**src/rtl/mouse_event_if.sv**
```systemverilog
// rtl/mouse_event_if.sv - board event handshake bundle between mouse_event_ctl and its consumer
//   event_valid : event available (producer)
//   event_ready : consumer accepts the event
//   event_type  : 0 = LEFT, 1 = RIGHT, 2 = HOLD
//   event_col   : board column index
//   event_row   : board row index
interface mouse_event_if #(
    parameter int COL_W = 3,
    parameter int ROW_W = 3
);
    logic             event_valid;
    logic             event_ready;
    logic [1:0]       event_type;
    logic [COL_W-1:0] event_col;
    logic [ROW_W-1:0] event_row;

    modport master (
        output event_valid,
        output event_type,
        output event_col,
        output event_row,
        input  event_ready
    );

    modport slave (
        input  event_valid,
        input  event_type,
        input  event_col,
        input  event_row,
        output event_ready
    );
endinterface

```
**src/rtl/mouse_event_ctl.sv**
```systemverilog
// rtl/mouse_event_ctl.sv - debounced mouse clicks turned into board cell events
// Optional feature macro: MOUSE_HOLD_EN (left long-press produces HOLD events).
// Ports:
//   clk, rst          : clock, synchronous active-low reset
//   left, right       : raw mouse buttons
//   mouse_xpos/ypos   : cursor position, captured when a click qualifies
//   ev (master)       : event_valid/event_ready handshake with type/col/row
//   off_board         : one-cycle pulse for a click outside the board
//   event_drop        : sticky, a click was lost
//   busy              : FSM not IDLE
module mouse_event_ctl #(
    parameter logic [11:0] BOARD_X         = 12'd100,
    parameter logic [11:0] BOARD_Y         = 12'd50,
    parameter int          CELL_SIZE       = 32,
    parameter int          COLS            = 8,
    parameter int          ROWS            = 8,
    parameter int          DEBOUNCE_CYCLES = 4,
    parameter int          HOLD_CYCLES     = 16
) (
    input  logic          clk,
    input  logic          rst,
    input  logic          left,
    input  logic          right,
    input  logic [11:0]   mouse_xpos,
    input  logic [11:0]   mouse_ypos,
    mouse_event_if.master ev,
    output logic          off_board,
    output logic          event_drop,
    output logic          busy
);
    localparam int          COL_W = $clog2(COLS);
    localparam int          ROW_W = $clog2(ROWS);
    localparam int          DB_W  = $clog2(DEBOUNCE_CYCLES + 1);
    localparam logic [31:0] X_END = 32'(BOARD_X) + 32'(COLS * CELL_SIZE);
    localparam logic [31:0] Y_END = 32'(BOARD_Y) + 32'(ROWS * CELL_SIZE);
    localparam logic [1:0]  EV_LEFT  = 2'd0;
    localparam logic [1:0]  EV_RIGHT = 2'd1;
`ifdef MOUSE_HOLD_EN
    localparam logic [1:0]  EV_HOLD  = 2'd2;
    localparam int          HC_W     = $clog2(HOLD_CYCLES + 1);
`endif

    if (CELL_SIZE < 1 || DEBOUNCE_CYCLES < 1 || HOLD_CYCLES < 1) begin : g_param_check
        $error("mouse_event_ctl: CELL_SIZE, DEBOUNCE_CYCLES and HOLD_CYCLES must be >= 1");
    end

    typedef enum logic [1:0] {
        IDLE,
        CALC,
        EMIT
`ifdef MOUSE_HOLD_EN
        , HOLD_WAIT
`endif
    } state_t;

    state_t state, state_n;

    // Button index 0 = left, 1 = right.
    logic [1:0]      raw, filt, armed, rise;
    logic [DB_W-1:0] db_cnt [2];

    logic [11:0]      x_cap, y_cap, rx, ry;
    logic [COL_W-1:0] col_q;
    logic [ROW_W-1:0] row_q;
    logic [1:0]       type_q, type_n;
    logic             capture, drop_set, off_now, col_done, row_done;
`ifdef MOUSE_HOLD_EN
    logic [HC_W-1:0]  hold_cnt;
`endif

    assign raw = {right, left};

    // Debounce; armed stays low until the button has been seen released, so a
    // button held through reset cannot produce a click when its filter settles.
    always_ff @(posedge clk) begin
        for (int i = 0; i < 2; i++) begin
            if (!rst) begin
                filt[i]   <= 1'b0;
                armed[i]  <= 1'b0;
                db_cnt[i] <= '0;
            end else begin
                armed[i] <= armed[i] | (~raw[i] & ~filt[i]);
                if (raw[i] == filt[i]) begin
                    db_cnt[i] <= '0;
                end else if (db_cnt[i] == DB_W'(DEBOUNCE_CYCLES - 1)) begin
                    filt[i]   <= raw[i];
                    db_cnt[i] <= '0;
                end else begin
                    db_cnt[i] <= db_cnt[i] + 1'b1;
                end
            end
        end
    end

    always_comb begin
        rise = '0;
        for (int i = 0; i < 2; i++) begin
            rise[i] = raw[i] & ~filt[i] & armed[i] & (db_cnt[i] == DB_W'(DEBOUNCE_CYCLES - 1));
        end
    end

    assign off_now  = ({20'd0, x_cap} < 32'(BOARD_X)) || ({20'd0, x_cap} >= X_END) ||
                      ({20'd0, y_cap} < 32'(BOARD_Y)) || ({20'd0, y_cap} >= Y_END);
    assign col_done = {20'd0, rx} < 32'(CELL_SIZE);
    assign row_done = {20'd0, ry} < 32'(CELL_SIZE);

    always_comb begin
        state_n   = state;
        type_n    = type_q;
        capture   = 1'b0;
        drop_set  = 1'b0;
        off_board = 1'b0;
        case (state)
            IDLE: begin
                capture  = |rise;
                drop_set = rise[0] & rise[1];
                if (rise[0]) begin
`ifdef MOUSE_HOLD_EN
                    state_n = HOLD_WAIT;
`else
                    state_n = CALC;
                    type_n  = EV_LEFT;
`endif
                end else if (rise[1]) begin
                    state_n = CALC;
                    type_n  = EV_RIGHT;
                end
            end
`ifdef MOUSE_HOLD_EN
            HOLD_WAIT: begin
                drop_set = |rise;
                if (!filt[0]) begin
                    state_n = CALC;
                    type_n  = EV_LEFT;
                end else if (hold_cnt == HC_W'(HOLD_CYCLES - 1)) begin
                    state_n = CALC;
                    type_n  = EV_HOLD;
                end
            end
`endif
            CALC: begin
                drop_set = |rise;
                if (off_now) begin
                    off_board = 1'b1;
                    state_n   = IDLE;
                end else if (col_done && row_done) begin
                    state_n = EMIT;
                end
            end
            EMIT: begin
                drop_set = |rise;
                if (ev.event_ready) begin
                    state_n = IDLE;
                end
            end
            default: state_n = IDLE;
        endcase
    end

    always_ff @(posedge clk) begin
        if (!rst) begin
            state      <= IDLE;
            type_q     <= EV_LEFT;
            event_drop <= 1'b0;
            x_cap      <= '0;
            y_cap      <= '0;
            rx         <= '0;
            ry         <= '0;
            col_q      <= '0;
            row_q      <= '0;
`ifdef MOUSE_HOLD_EN
            hold_cnt   <= '0;
`endif
        end else begin
            state  <= state_n;
            type_q <= type_n;
            if (drop_set) begin
                event_drop <= 1'b1;
            end
            if (capture) begin
                x_cap <= mouse_xpos;
                y_cap <= mouse_ypos;
                // Offsets wrap for off-board clicks; CALC discards them.
                rx    <= mouse_xpos - BOARD_X;
                ry    <= mouse_ypos - BOARD_Y;
                col_q <= '0;
                row_q <= '0;
            end else if (state == CALC && !off_now) begin
                if (!col_done) begin
                    rx    <= rx - 12'(CELL_SIZE);
                    col_q <= col_q + 1'b1;
                end
                if (!row_done) begin
                    ry    <= ry - 12'(CELL_SIZE);
                    row_q <= row_q + 1'b1;
                end
            end
`ifdef MOUSE_HOLD_EN
            if (state == HOLD_WAIT) begin
                hold_cnt <= hold_cnt + 1'b1;
            end else begin
                hold_cnt <= '0;
            end
`endif
        end
    end

    assign busy           = (state != IDLE);
    assign ev.event_valid = (state == EMIT);
    assign ev.event_type  = type_q;
    assign ev.event_col   = col_q;
    assign ev.event_row   = row_q;
endmodule

```
**src/flat_wrapper.sv**
```systemverilog
// flat-port wrapper written by rule: the top's interface ports become plain ports
module mouse_event_ctl_flat 
#(
    parameter logic [11:0] BOARD_X         = 12'd100,
    parameter logic [11:0] BOARD_Y         = 12'd50,
    parameter int          CELL_SIZE       = 32,
    parameter int          COLS            = 8,
    parameter int          ROWS            = 8,
    parameter int          DEBOUNCE_CYCLES = 4,
    parameter int          HOLD_CYCLES     = 16
)
  (clk, rst, left, right, mouse_xpos, mouse_ypos, off_board, event_drop, busy, ev_event_valid, ev_event_type, ev_event_col, ev_event_row, ev_event_ready);
  mouse_event_if #(.COL_W(3), .ROW_W(3)) ev_i ();
  input  logic clk;
  input  logic rst;
  input  logic left;
  input  logic right;
  input  logic [11:0] mouse_xpos;
  input  logic [11:0] mouse_ypos;
  output logic off_board;
  output logic event_drop;
  output logic busy;
  output wire logic [$bits(ev_i.event_valid)-1:0] ev_event_valid;
  output wire logic [$bits(ev_i.event_type)-1:0] ev_event_type;
  output wire logic [$bits(ev_i.event_col)-1:0] ev_event_col;
  output wire logic [$bits(ev_i.event_row)-1:0] ev_event_row;
  input wire logic [$bits(ev_i.event_ready)-1:0] ev_event_ready;
  assign ev_event_valid = ev_i.event_valid;
  assign ev_event_type = ev_i.event_type;
  assign ev_event_col = ev_i.event_col;
  assign ev_event_row = ev_i.event_row;
  assign ev_i.event_ready = ev_event_ready;
  mouse_event_ctl #(.BOARD_X(BOARD_X), .BOARD_Y(BOARD_Y), .CELL_SIZE(CELL_SIZE), .COLS(COLS), .ROWS(ROWS), .DEBOUNCE_CYCLES(DEBOUNCE_CYCLES), .HOLD_CYCLES(HOLD_CYCLES)) u_core (.clk(clk), .rst(rst), .left(left), .right(right), .mouse_xpos(mouse_xpos), .mouse_ypos(mouse_ypos), .ev(ev_i), .off_board(off_board), .event_drop(event_drop), .busy(busy));
endmodule
```
**config.mk**
```make
export PLATFORM = sky130hd
export DESIGN_NAME = mouse_event_ctl_flat
export DESIGN_NICKNAME = d
export VERILOG_FILES = /design/src/rtl/mouse_event_if.sv /design/src/rtl/mouse_event_ctl.sv /design/src/flat_wrapper.sv
export SDC_FILE = /design/constraint.sdc
export NUM_CORES = 1
export LEC_CHECK = 0
export BUFFER_PORTS_ARGS = -buffer_cell sky130_fd_sc_hd__buf_2
export CORE_ASPECT_RATIO = 1.5
export CORE_MARGIN = 1.5
export CORE_UTILIZATION = 53
export CTS_BUF_LIST = sky130_fd_sc_hd__clkbuf_4 sky130_fd_sc_hd__clkbuf_8
export DETAILED_ROUTE_END_ITERATION = 6
export GPL_TIMING_DRIVEN = 0
export MAX_ROUTING_LAYER = met4
export PLACE_DENSITY = 0.89
export SETUP_SLACK_MARGIN = 0.2
export SYNTH_ARGS = -nofsm -noshare
export SYNTH_HDL_FRONTEND = slang
export SYNTH_SLANG_ARGS = --single-unit
```
**constraint.sdc**
```tcl
create_clock -name clk -period 2.09 [get_ports clk]
set_input_delay 0.1045 -clock clk [delete_from_list [all_inputs] [get_ports clk]]
set_output_delay 0.1045 -clock clk [all_outputs]
set_load 0.03 [all_outputs]
```
==> results.md <==
- Outcome: finished, violations left
- Failing checks: setup timing
- # setup viols final: 20
- Synth cell count leaders: nand2_1 (57), dfxtp_1 (49), a21boi_0 (25), inv_1 (21)
- Final Net Count: 447
- Die area: 5897 sq um
- Clock Skews: 0.007676 ns
- Total grt overflow: 0
- Crit Path Class: register to register
- Clock sink count: 55
- Slew headroom: a little over 50%
- CTS tree: done
- Max Freq: 0.4374 GHz
- RSZ-0062 raised after global routing: true
- Crit end category: register
- Cell count after placement: 442
- Data required, critical path: 2.35 ns
- Clock latency on the worst-skew pair: 0.32 ns
- Routed vias/inst: 5.739
- Initial Utilization: 55.36%
- Share of the synthesized area in the top cell type: about a third
- Critical path launch point type: register
- Pre-CTS setup slack: -0.2520 ns
- Drc violations: 0
- Initial DRC Count: 156
- Antenna viol nets, final: 0
- Fin crit share: 109.4%
- CP top delay family: simple AND/OR/NAND/NOR gates
- Clock-pin slew on the worst setup and hold paths: 0.09 ns
- Critical Path, Cell by Cell: or4_4, or3_4, or4_4, buf_4, buf_6, o21ai_2, nand2_1, nor2_1
- # rows: 32
- Final-report hold violation count: 0
- Most common cell in the netlist: nand2_1
- Non-filler cells, final: approximately 470
- Area of the core: 5205 sq um
- Slew @ Worst Pin: 0.7205 ns
- Crit path time final: 2.286 ns
- Drt wl/cell: 15.17 um
- First-pass GRT wire length: between 10 and 15 mm
- Vias in the first global route: between 2,000 and 3,000
- Number of port buffers: 35
- Top FF cell, synth: dfxtp_1
- CP Max Fanout: 3
- Clock tree root driver cell: clkbuf_8
- Chip Height: 93.31 um
- Async set-reset flop share out of synthesis: 0%
- Crit path DAT: 2.55 ns
- Worst hold margin: 0.03731 ns
- Tot GR Track Use: 25.74%
- HPWL Detailed: ~4.7 mm
- CP max stage cell: or4_4
- Cell Area, Synth: 2882 sq um
- Pins Over Slew Limit: 0
- Largest net degree at the start of global routing: 16
- DRT Pass-1 Iters: 4
- Detailed-route via count: 2,703
- GPL Wtd Cong: 0.8771
- EDFF count, synth: 6
- Yosys Warn Count: 0
- Leakage dissipation: 1.542 nW
- Synth area leaders: dfxtp_1 (34%), nand2_1 (7.4%), ha_1 (6.9%), a21boi_0 (6.5%), edfxtp_1 (6.3%)
- Cts bufs inserted: 5
- Max Root-Sink Buffers: 2
- Syn_area_per_cell: about 8.6 sq um
- Crit-path most repeated cell: or4_4
- Final worst slack: -0.1963 ns
- H-tree Lvls: 2
- Synthesized flop and latch total: 55
- Unique cell type count in the Yosys netlist: 47
- Antenna cell count: 0
- Cell Pwr Density: 684.2 nW/um^2
- Layout area overhead: 24.45%
- Area leader, netlist: dfxtp_1
- Worst path buffer plus inverter count: 2
- Hold crit path type: input port to register
- Routed wire length: 7.144 mm
- Sequential share of the synthesized area: 40.30%
- VDD IR max: 0.4928 mV
- Die width: 63.21 um
- Max Cap Viol: 0
- Initial antenna violation count: 0
- Post-synthesis cell count: 334
- Crit-path max cell delay: around 0.53 ns
- Ratio of cells with drive above 1 in the final layout: 25.56%
- Ports: 41
logic make-up after synthesis:
group	after synthesis	share of synthesized area (%)
mux	6	2.128
compound gates	82	19.76
xor+xnor	14	4.255
simple gates	123	21.54
flops	55	40.30
fa+ha+maj	16	6.947
other cells	2	0.2606
buf+inv	36	4.820
flip-flops by register name, summed over array words and instances (netlist names):
register              count
u_core.filt               2
u_core.db_cnt             6
u_core.ev.event_col       3
u_core.armed              2
u_core.rx                 7
u_core.ev.event_row       3
u_core.ry                 7
u_core.event_drop         1
u_core.y_cap             11
u_core.ev.event_type      1
u_core.state              2
u_core.x_cap             10
worst min-delay path: stages:
cell,delay (ns)
buf_2,0.10
nand2_1,0.04
a21boi_0,0.06
metal layers:
metal	vias up	wire (um)	global-route usage [%]
li1	1306	-	-
met1	1266	2656	25.54
met2	97	3813	48.14
met3	34	313	3.369
met4	0	361	14.13
met5	-	0	-
cells in the final DEF (no fill, tap or decap), types with 6 or more instances in the layout:
cell	instances
nor3_1	6
clkbuf_8	7
edfxtp_1	6
buf_2	34
o21ai_0	11
nand4_1	6
nor2_1	16
inv_1	21
buf_6	9
conb_1	7
xor2_1	6
clkbuf_1	6
xnor2_1	6
dfxtp_1	45
or3_1	8
ha_1	16
nand2_1	55
a21boi_0	19
buf_4	15
a31oi_1	7
clkbuf_4	6
report_power, final:
part	switching (W)	internal [W]
clock network	0.000340	0.000262
logic	0.000410	0.000292
registers	0.0000362	0.00111
repair_timing:
action | 4_1_cts | 5_1_grt
hold buffers | 0 | 0
gates resized for setup | 30 | 25
pin swaps | 13 | 14
setup buffers | 16 | 5
setup endpoints to repair | 44 | 44
metrics by stage:
stage / power (W) / instance area (sq um) / setup TNS, ns / utilization [%]
floorplan: 0.001576 / 2934 / -0.1124 / -
global placement: 0.001696 / 3194 / -1.073 / 61.37
detailed placement: 0.001719 / 3194 / -1.732 / 61.37
CTS: 0.002368 / 3485 / -1.123 / 66.95
global route: 0.002561 / 3586 / -3.270 / 68.89
finish: 0.002453 / 3586 / -1.664 / 68.89
cell type report:
class | count | area [sq um]
repair buffers | 56 | 369.1
flip-flops and latches | 55 | 1169
fillers | 395 | 1619
well taps | 68 | 85.08
multi-input cells | 248 | 1695
clock buffers | 7 | 83.83
plain buffers | 15 | 100.1
inverters | 21 | 78.83
clock inverters | 1 | 5.005
path summary, 6_finish.rpt:
check                        from               to  slack (ns)  cells after the start
setup / recovery    u_core.ry[10]  u_core.state[1]       -0.20                      8
hold / removal      mouse_xpos[2]  u_core.x_cap[2]        0.04                      3
setup reg to reg    u_core.ry[10]  u_core.state[1]       -0.20                      8
hold reg to reg   u_core.y_cap[9]  u_core.y_cap[9]        0.47                      2
No activity file was read; power rests on OpenSTA's default activity.
